### src/rtl/ram_arb_pkg.sv
`timescale 1ns/1ps
// Shared types and constants for the RAM port arbiter.
// Port indices double as the round-robin "last granted" encoding.
package ram_arb_pkg;

   typedef enum logic {
      IDLE   = 1'b0,
      ACCESS = 1'b1
   } arb_state_t;

   localparam logic PORT_CPU = 1'b0;
   localparam logic PORT_SPI = 1'b1;

endpackage

### src/rtl/ram_port_arbiter_rr_pick2.sv
`timescale 1ns/1ps
// Two-way round-robin winner select (combinational).
// An active lock masks every port except the lock owner.
module rr_pick2
   import ram_arb_pkg::*;
(
   input  logic [1:0] req,
   input  logic       last,
   input  logic       lock_vld,
   input  logic       lock_own,
   output logic       any,
   output logic       win
);

   logic [1:0] eff;

   // mask requests down to the lock owner while a lock is active
   always_comb begin
      eff = req;
      if (lock_vld)
         eff = req & (lock_own ? 2'b10 : 2'b01);
   end

   // single requester wins outright; a tie goes to the port not granted last
   always_comb begin
      any = |eff;
      win = PORT_CPU;
      if (eff == 2'b11)
         win = ~last;
      else if (eff[1])
         win = PORT_SPI;
   end

endmodule

### src/rtl/ram_port_arbiter.sv
`timescale 1ns/1ps
// Shares one single-port RAM between the CPU and the SPI bridge.
// Optional RAM_ARB_LOCK_EN adds cpu_lock/spi_lock burst locking.
module ram_port_arbiter
   import ram_arb_pkg::*;
#(
   parameter int ADDR_WIDTH = 8,
   parameter int DATA_WIDTH = 32
) (
   input  logic                  clk,
   input  logic                  rst_n,
   input  logic                  cpu_req,
   input  logic                  cpu_we,
   input  logic [ADDR_WIDTH-1:0] cpu_addr,
   input  logic [DATA_WIDTH-1:0] cpu_wdata,
   output logic                  cpu_gnt,
   output logic                  cpu_rvalid,
   output logic [DATA_WIDTH-1:0] cpu_rdata,
   input  logic                  spi_req,
   input  logic                  spi_we,
   input  logic [ADDR_WIDTH-1:0] spi_addr,
   input  logic [DATA_WIDTH-1:0] spi_wdata,
   output logic                  spi_gnt,
   output logic                  spi_rvalid,
   output logic [DATA_WIDTH-1:0] spi_rdata,
`ifdef RAM_ARB_LOCK_EN
   input  logic                  cpu_lock,
   input  logic                  spi_lock,
`endif
   output logic                  ram_en,
   output logic                  ram_we,
   output logic [ADDR_WIDTH-1:0] ram_addr,
   output logic [DATA_WIDTH-1:0] ram_wdata,
   input  logic [DATA_WIDTH-1:0] ram_rdata,
   output logic                  busy
);

   arb_state_t state;
   arb_state_t state_nxt;

   logic last;
   logic sel;
   logic any;
   logic win;
   logic start;
   logic rd_done;
   logic lock_act;
   logic lock_own;

`ifdef RAM_ARB_LOCK_EN
   logic [1:0] lock_in;
   logic       lock_vld;

   assign lock_in  = {spi_lock, cpu_lock};
   assign lock_act = lock_vld && lock_in[lock_own];

   // lock owner armed at each grant, released once its lock drops
   always_ff @(posedge clk or negedge rst_n) begin
      if (!rst_n) begin
         lock_vld <= 1'b0;
         lock_own <= PORT_CPU;
      end else if (start) begin
         lock_vld <= lock_in[win];
         lock_own <= win;
      end else if (lock_vld && !lock_in[lock_own]) begin
         lock_vld <= 1'b0;
      end
   end
`else
   assign lock_act = 1'b0;
   assign lock_own = PORT_CPU;
`endif

   rr_pick2 u_pick (
      .req      ({spi_req, cpu_req}),
      .last     (last),
      .lock_vld (lock_act),
      .lock_own (lock_own),
      .any      (any),
      .win      (win)
   );

   // state register
   always_ff @(posedge clk or negedge rst_n) begin
      if (!rst_n)
         state <= IDLE;
      else
         state <= state_nxt;
   end

   // next state: one ACCESS cycle per accepted request
   always_comb begin
      state_nxt = state;
      unique case (state)
         IDLE:    if (any) state_nxt = ACCESS;
         ACCESS:  state_nxt = IDLE;
      endcase
   end

   // FSM outputs: accept in IDLE, complete reads at the end of ACCESS
   always_comb begin
      start   = (state == IDLE) && any;
      busy    = (state == ACCESS);
      rd_done = (state == ACCESS) && !ram_we;
   end

   // RAM port registers: latch the winner's request for one cycle
   always_ff @(posedge clk or negedge rst_n) begin
      if (!rst_n) begin
         ram_en    <= 1'b0;
         ram_we    <= 1'b0;
         ram_addr  <= '0;
         ram_wdata <= '0;
         cpu_gnt   <= 1'b0;
         spi_gnt   <= 1'b0;
         sel       <= PORT_CPU;
         last      <= PORT_SPI;
      end else if (start) begin
         ram_en    <= 1'b1;
         ram_we    <= win ? spi_we : cpu_we;
         ram_addr  <= win ? spi_addr : cpu_addr;
         ram_wdata <= win ? spi_wdata : cpu_wdata;
         cpu_gnt   <= (win == PORT_CPU);
         spi_gnt   <= (win == PORT_SPI);
         sel       <= win;
         last      <= win;
      end else begin
         ram_en  <= 1'b0;
         ram_we  <= 1'b0;
         cpu_gnt <= 1'b0;
         spi_gnt <= 1'b0;
      end
   end

   // read return: capture RAM data for the port that owned the read
   always_ff @(posedge clk or negedge rst_n) begin
      if (!rst_n) begin
         cpu_rvalid <= 1'b0;
         spi_rvalid <= 1'b0;
         cpu_rdata  <= '0;
         spi_rdata  <= '0;
      end else begin
         cpu_rvalid <= rd_done && (sel == PORT_CPU);
         spi_rvalid <= rd_done && (sel == PORT_SPI);
         if (rd_done && (sel == PORT_CPU))
            cpu_rdata <= ram_rdata;
         if (rd_done && (sel == PORT_SPI))
            spi_rdata <= ram_rdata;
      end
   end

endmodule

### config.mk
export PLATFORM = sky130hd
export DESIGN_NAME = ram_port_arbiter
export DESIGN_NICKNAME = d
export VERILOG_FILES = /design/src/rtl/ram_arb_pkg.sv /design/src/rtl/ram_port_arbiter_rr_pick2.sv /design/src/rtl/ram_port_arbiter.sv
export SDC_FILE = /design/constraint.sdc
export NUM_CORES = 1
export LEC_CHECK = 0
export CAP_MARGIN = 20
export CORE_ASPECT_RATIO = 0.5
export CORE_MARGIN = 8
export CORE_UTILIZATION = 39
export DETAILED_ROUTE_END_ITERATION = 8
export PLACE_DENSITY = 0.88
export SYNTH_ARGS = -nofsm -noshare
export SYNTH_HDL_FRONTEND = slang
export SYNTH_SLANG_ARGS = --single-unit
### constraint.sdc
create_clock -name clk -period 2.1 [get_ports clk]
set_clock_uncertainty 0.1 [all_clocks]
set_input_delay 0.315 -clock clk [delete_from_list [all_inputs] [get_ports clk]]
set_output_delay 0.315 -clock clk [all_outputs]
set_load 0.05 [all_outputs]
# Word-level counts from Yosys, hierarchy flattened
# Index checks and enable logic that the tools add are counted.
# totals
register_bits,113
out_inout_bits,111
inputBits,118
# op_classes
mux,11
bitwise,4
n_eq_ne,1
reduce_logical,6
# op_table
cell,n
32-bit 2-to-1 mux,1
1-bit 2-to-1 mux,8
8-bit 2-to-1 mux,1
1-bit logical AND,4
1-bit inverter,4
"2-bit equality test, second input constant",1
1-bit one-hot mux with 2 select lines,1
2-bit OR reduction,1
1-bit logical NOT,1

# Logic depth before layout (Yosys ltp)
# Gate-level depths: netlist of the first run.
# depth
word_depth,4
ltp_mapped,5
ltp_nobuf,3

# Modules after synthesis
# From an unflattened synthesis of the first run, not the netlist that was laid out.
# unflattened
cells_unflattened,290
hier_area_um2,4770.8
# modules_own_cells
module,cells_each,seq_area_each_um2,area_per_inst_um2,n_inst
ram_port_arbiter,284,2803.9,4735.8,1
rr_pick2,6,0.0,35.0,1

# Least setup slack after synthesis of the first run
# No wires, ideal clock.
# synth_timing
path_type,register to register
start,reg ram_en (netlist name)
end,reg cpu_rdata[10]
t_required_ns,1.875
setup_ns,0.125
path_stages_with_launch,5
path_slack_ns,0.277
path_buffers,1
arrival_time_ns,1.598
path_cell_list,dfrtp_1 -> inv_2 -> nor3_4 -> buf_4 -> mux2_2
# synth_rtl
element,line_no,rtl
to (signal assigned),ram_port_arbiter.sv:146,cpu_rdata <= ram_rdata;
to (decl),ram_port_arbiter.sv:18,"output logic [DATA_WIDTH-1:0] cpu_rdata,"

# Worst setup path after layout of the first run
# layout_timing
start,reg ram_we
end,out ram_we
# layout_rtl
element,line_no,rtl
from (decl),ram_port_arbiter.sv:31,"output logic ram_we,"
from (signal assigned),ram_port_arbiter.sv:120,ram_we <= win ? spi_we : cpu_we;
# No word-level cell between the ends.

==> out/summary.log, run 1 <==
INFO  run_status     run_status=finished clean
INFO  synthesis      async_flop_share=100%
INFO  flow_run       drv_cap=0
INFO  place          dp.final_hpwl=10.8mm
INFO  routing        detailedRoute.firstIterationViolations=206
INFO  routing        wl_per_cell=21.0um
INFO  floorplan      floorplan.initialDensity=39.9%
INFO  clocking       post_cts_hold_buffer_count=1
INFO  clocking       cts_buffer_count=9
INFO  floorplan      boundaryPins=229
INFO  routing        vias=3378
INFO  setup_path     worstSetupStartpoint=ram_we
INFO  synthesis      net_count_of_the_mapped_netlist=406
INFO  routing        route.detailed.drc=0
INFO  synthesis      syn_avg_cell_area=15.2um2
INFO  clocking       clock_tree.root_cell=sky130_fd_sc_hd__clkbuf_16
INFO  clocking       cts_tree=yes
INFO  global_route   first_global_vias=3916
INFO  finish         layout-area-overhead-vs-synth=64.2%
INFO  timing         maxSlewViolCount=0
INFO  setup_path     critical_path_buf_inv_count=1
INFO  setup_path     worst-path-max-fanout=3
INFO  floorplan      die_width=166um
INFO  setup_path     kind_of_start_point_of_the_critical_path=register
INFO  timing         tns=0ns
INFO  setup_path     timing.critical_path.arrival=1.61ns
INFO  synthesis      ys_seq_elements=112
INFO  synthesis      number_of_synthesized_flops_with_an_enable_pin=0
INFO  power_and_ir_drop vdd.ir_drop.worst=0.538mV
INFO  timing         final_critical_period=2.03ns
INFO  setup_path     critical_path_required=1.68ns
INFO  setup_path     cpLargestDelayFamily=buffers and inverters
INFO  routing        vias_per_cell=5.03
INFO  synthesis      synthesis.instances=288
INFO  clocking       clockBufferDepth=2
INFO  floorplan      die-area=0.0151mm2
INFO  setup_path     largest_stage_delay_worst_path=0.85ns
INFO  clocking       worst_skew_pair.late_latency=0.34ns
INFO  global_route   globalRouteTotalUtil=18.7%
INFO  global_route   antenna_found_initial=0
INFO  floorplan      die_height=90.9um
INFO  floorplan      placement_rows=27
INFO  timing         setup_viol=0
INFO  synthesis      yosysWarnings=0
INFO  synthesis      synth_flop_cell=sky130_fd_sc_hd__dfrtp_1
INFO  timing         report.final.hold_viol_count=0
INFO  setup_path     crit_slowest_cell=sky130_fd_sc_hd__clkdlybuf4s50_1
INFO  setup_path     crit_chain=clkdlybuf4s50_1
INFO  timing         setup_repair_after_global_routing_missed_its_margin=false
INFO  synthesis      syn_area=0.00437mm2
INFO  timing         final_min_period_over_clock_period=96.4%
INFO  synthesis      netlist-cell-type-count=19
INFO  place          placement.io_buffers=228
INFO  timing         tightest_slew=0.565ns
INFO  floorplan      placeableCoreArea=0.0109mm2
INFO  setup_path     critical_path.endpoint_type=output port
INFO  clocking       cts.reportedPaths.clkPinSlew=0.08ns
INFO  clocking       postCtsSetupBuffers=0
INFO  hold_path      hold_class=in -> async
INFO  clocking       post_cts.resized_instances=0
INFO  finish         regArea=0.00280mm2
INFO  synthesis      yosysSeqAreaShare=64.1%
INFO  finish         antenna_cells=0
INFO  finish         final_net_count=639
INFO  routing        antenna_left=0
INFO  finish         drive_above_1_share=18.8%
INFO  power_and_ir_drop power-per-cell-area=1470mW/mm2
INFO  setup_path     crit_type=reg -> out
INFO  power_and_ir_drop leakage_power_summed_over_all_cells=3.01nW
INFO  finish         multiInputGateArea=0.00146mm2
INFO  routing        first_pass_iters=4
INFO  finish         final_core_util=65.6%
INFO  routing        routed_wl=14.1mm
INFO  finish         nFillCells=819
INFO  global_route   grt_pass1_wl=22.5mm
INFO  setup_path     reg2reg_from=ram_en
INFO  timing         maxClockFrequency=494MHz
INFO  clocking       clock_tree.htree_level_count=3
INFO  place          final_gp_congestion=0.810
INFO  timing         slew_headroom=62.2%
INFO  clocking       numClockSinks=112
INFO  global_route   grt.overflow.total=0
INFO  global_route   grt_start_max_net_pins=36
[sequential cells by signal, indices dropped and copies added (netlist names), 8 cells and up]
register,cells
cpu_rdata,32
ram_addr,8
ram_wdata,32
spi_rdata,32
[Yosys cell counts (2+ instances only)]
cell type                  instances  area, um2
sky130_fd_sc_hd__dfrtp_1         111       2780
sky130_fd_sc_hd__mux2_2           63        709
sky130_fd_sc_hd__a221o_1          40        400
sky130_fd_sc_hd__and2_1           40        250
sky130_fd_sc_hd__buf_2            11       55.1
sky130_fd_sc_hd__buf_4             4       30.0
sky130_fd_sc_hd__clkbuf_1          4       15.0
sky130_fd_sc_hd__inv_1             3       11.3
sky130_fd_sc_hd__a21o_1            2       15.0
[stage by stage]
stage               instance area [um2]  total power [mW]  cells  hold slack (ns)  setup slack [ns]
global placement                   6880              8.87    654            0.185             0.159
detailed placement                 6880              8.99    654            0.191             0.110
finish                             7180              10.5    671            0.359            0.0747
CTS                                7180              10.7    671            0.366            0.0518
global route                       7180              11.0    671            0.400            0.0238
floorplan                          4370              6.79    288          -0.0806             0.277
[report_power, final]
part | internal (mW) | leakage (nW) | switching (mW)
logic | 2.08 | 1.53 | 3.55
registers | 2.89 | 1.34 | 0.396
clock network | 0.825 | 0.140 | 0.800
total | 5.80 | 3.01 | 4.74
[kinds of logic (layout without fill, tap and decap cells)]
family / Yosys count / in the layout / share of synthesized area (%)
AND/OR/NAND/NOR: 42 / 42 / 6.27
flip-flops: 112 / 112 / 64.1
buffers and inverters: 24 / 262 / 2.72
multiplexers: 64 / 64 / 16.5
AO/OA/AOI/OAI: 46 / 46 / 10.4
[worst paths after layout]
check                                 to  slack (ns)  cells past startpoint
hold / removal              spi_rdata[5]        0.36                      2
max in group asynchronous  ram_wdata[16]        0.93                      3
min in group clk           cpu_rdata[22]        0.41                      1
hold reg to reg            cpu_rdata[22]        0.41                      1
setup / recovery                  ram_we        0.07                      1
setup reg to reg           cpu_rdata[18]        0.39                      4
[cell type report]
class,instances,area share [%]
Timing Repair Buffer,242,33.9
Inverter,4,0.209
Multi-Input combinational cell,152,20.3
Tap cell,145,2.53
Clock buffer,10,3.19
Clock inverter,6,0.784
Sequential cell,112,39.1
[metal layers]
metal	up-vias	track usage, %	routed length (um)
li1	1518	-	-
met1	1728	18.9	4990
met2	110	36.1	8120
met3	22	5.13	650
met4	0	7.30	350
met5	-	0	0
[cells in the final DEF, fill, tap and decap left out, types with 2 or more instances in the layout]
cell                              netlist  layout
sky130_fd_sc_hd__a21o_1                 2       2
sky130_fd_sc_hd__clkbuf_16              0       9
sky130_fd_sc_hd__dfrtp_1              111     111
sky130_fd_sc_hd__clkdlybuf4s50_1        0     225
sky130_fd_sc_hd__mux2_2                63      63
sky130_fd_sc_hd__a221o_1               40      40
sky130_fd_sc_hd__clkinv_4               0       3
sky130_fd_sc_hd__buf_4                  4      12
sky130_fd_sc_hd__and2_1                40      40
sky130_fd_sc_hd__inv_1                  3       3
sky130_fd_sc_hd__buf_12                 0       4
Note: power is estimated with default switching activity, not from simulation.
==> run 2, diff against run 1 <==
--- a/config.mk
+++ b/config.mk
@@ -11,6 +11,7 @@
 export CORE_UTILIZATION = 39
 export DETAILED_ROUTE_END_ITERATION = 8
 export PLACE_DENSITY = 0.88
+export SLEW_MARGIN = 10
 export SYNTH_ARGS = -nofsm -noshare
 export SYNTH_HDL_FRONTEND = slang
 export SYNTH_SLANG_ARGS = --single-unit
==> results of run 2 <==
No change in the layout: final DEF, timing and power equal those of run 1.
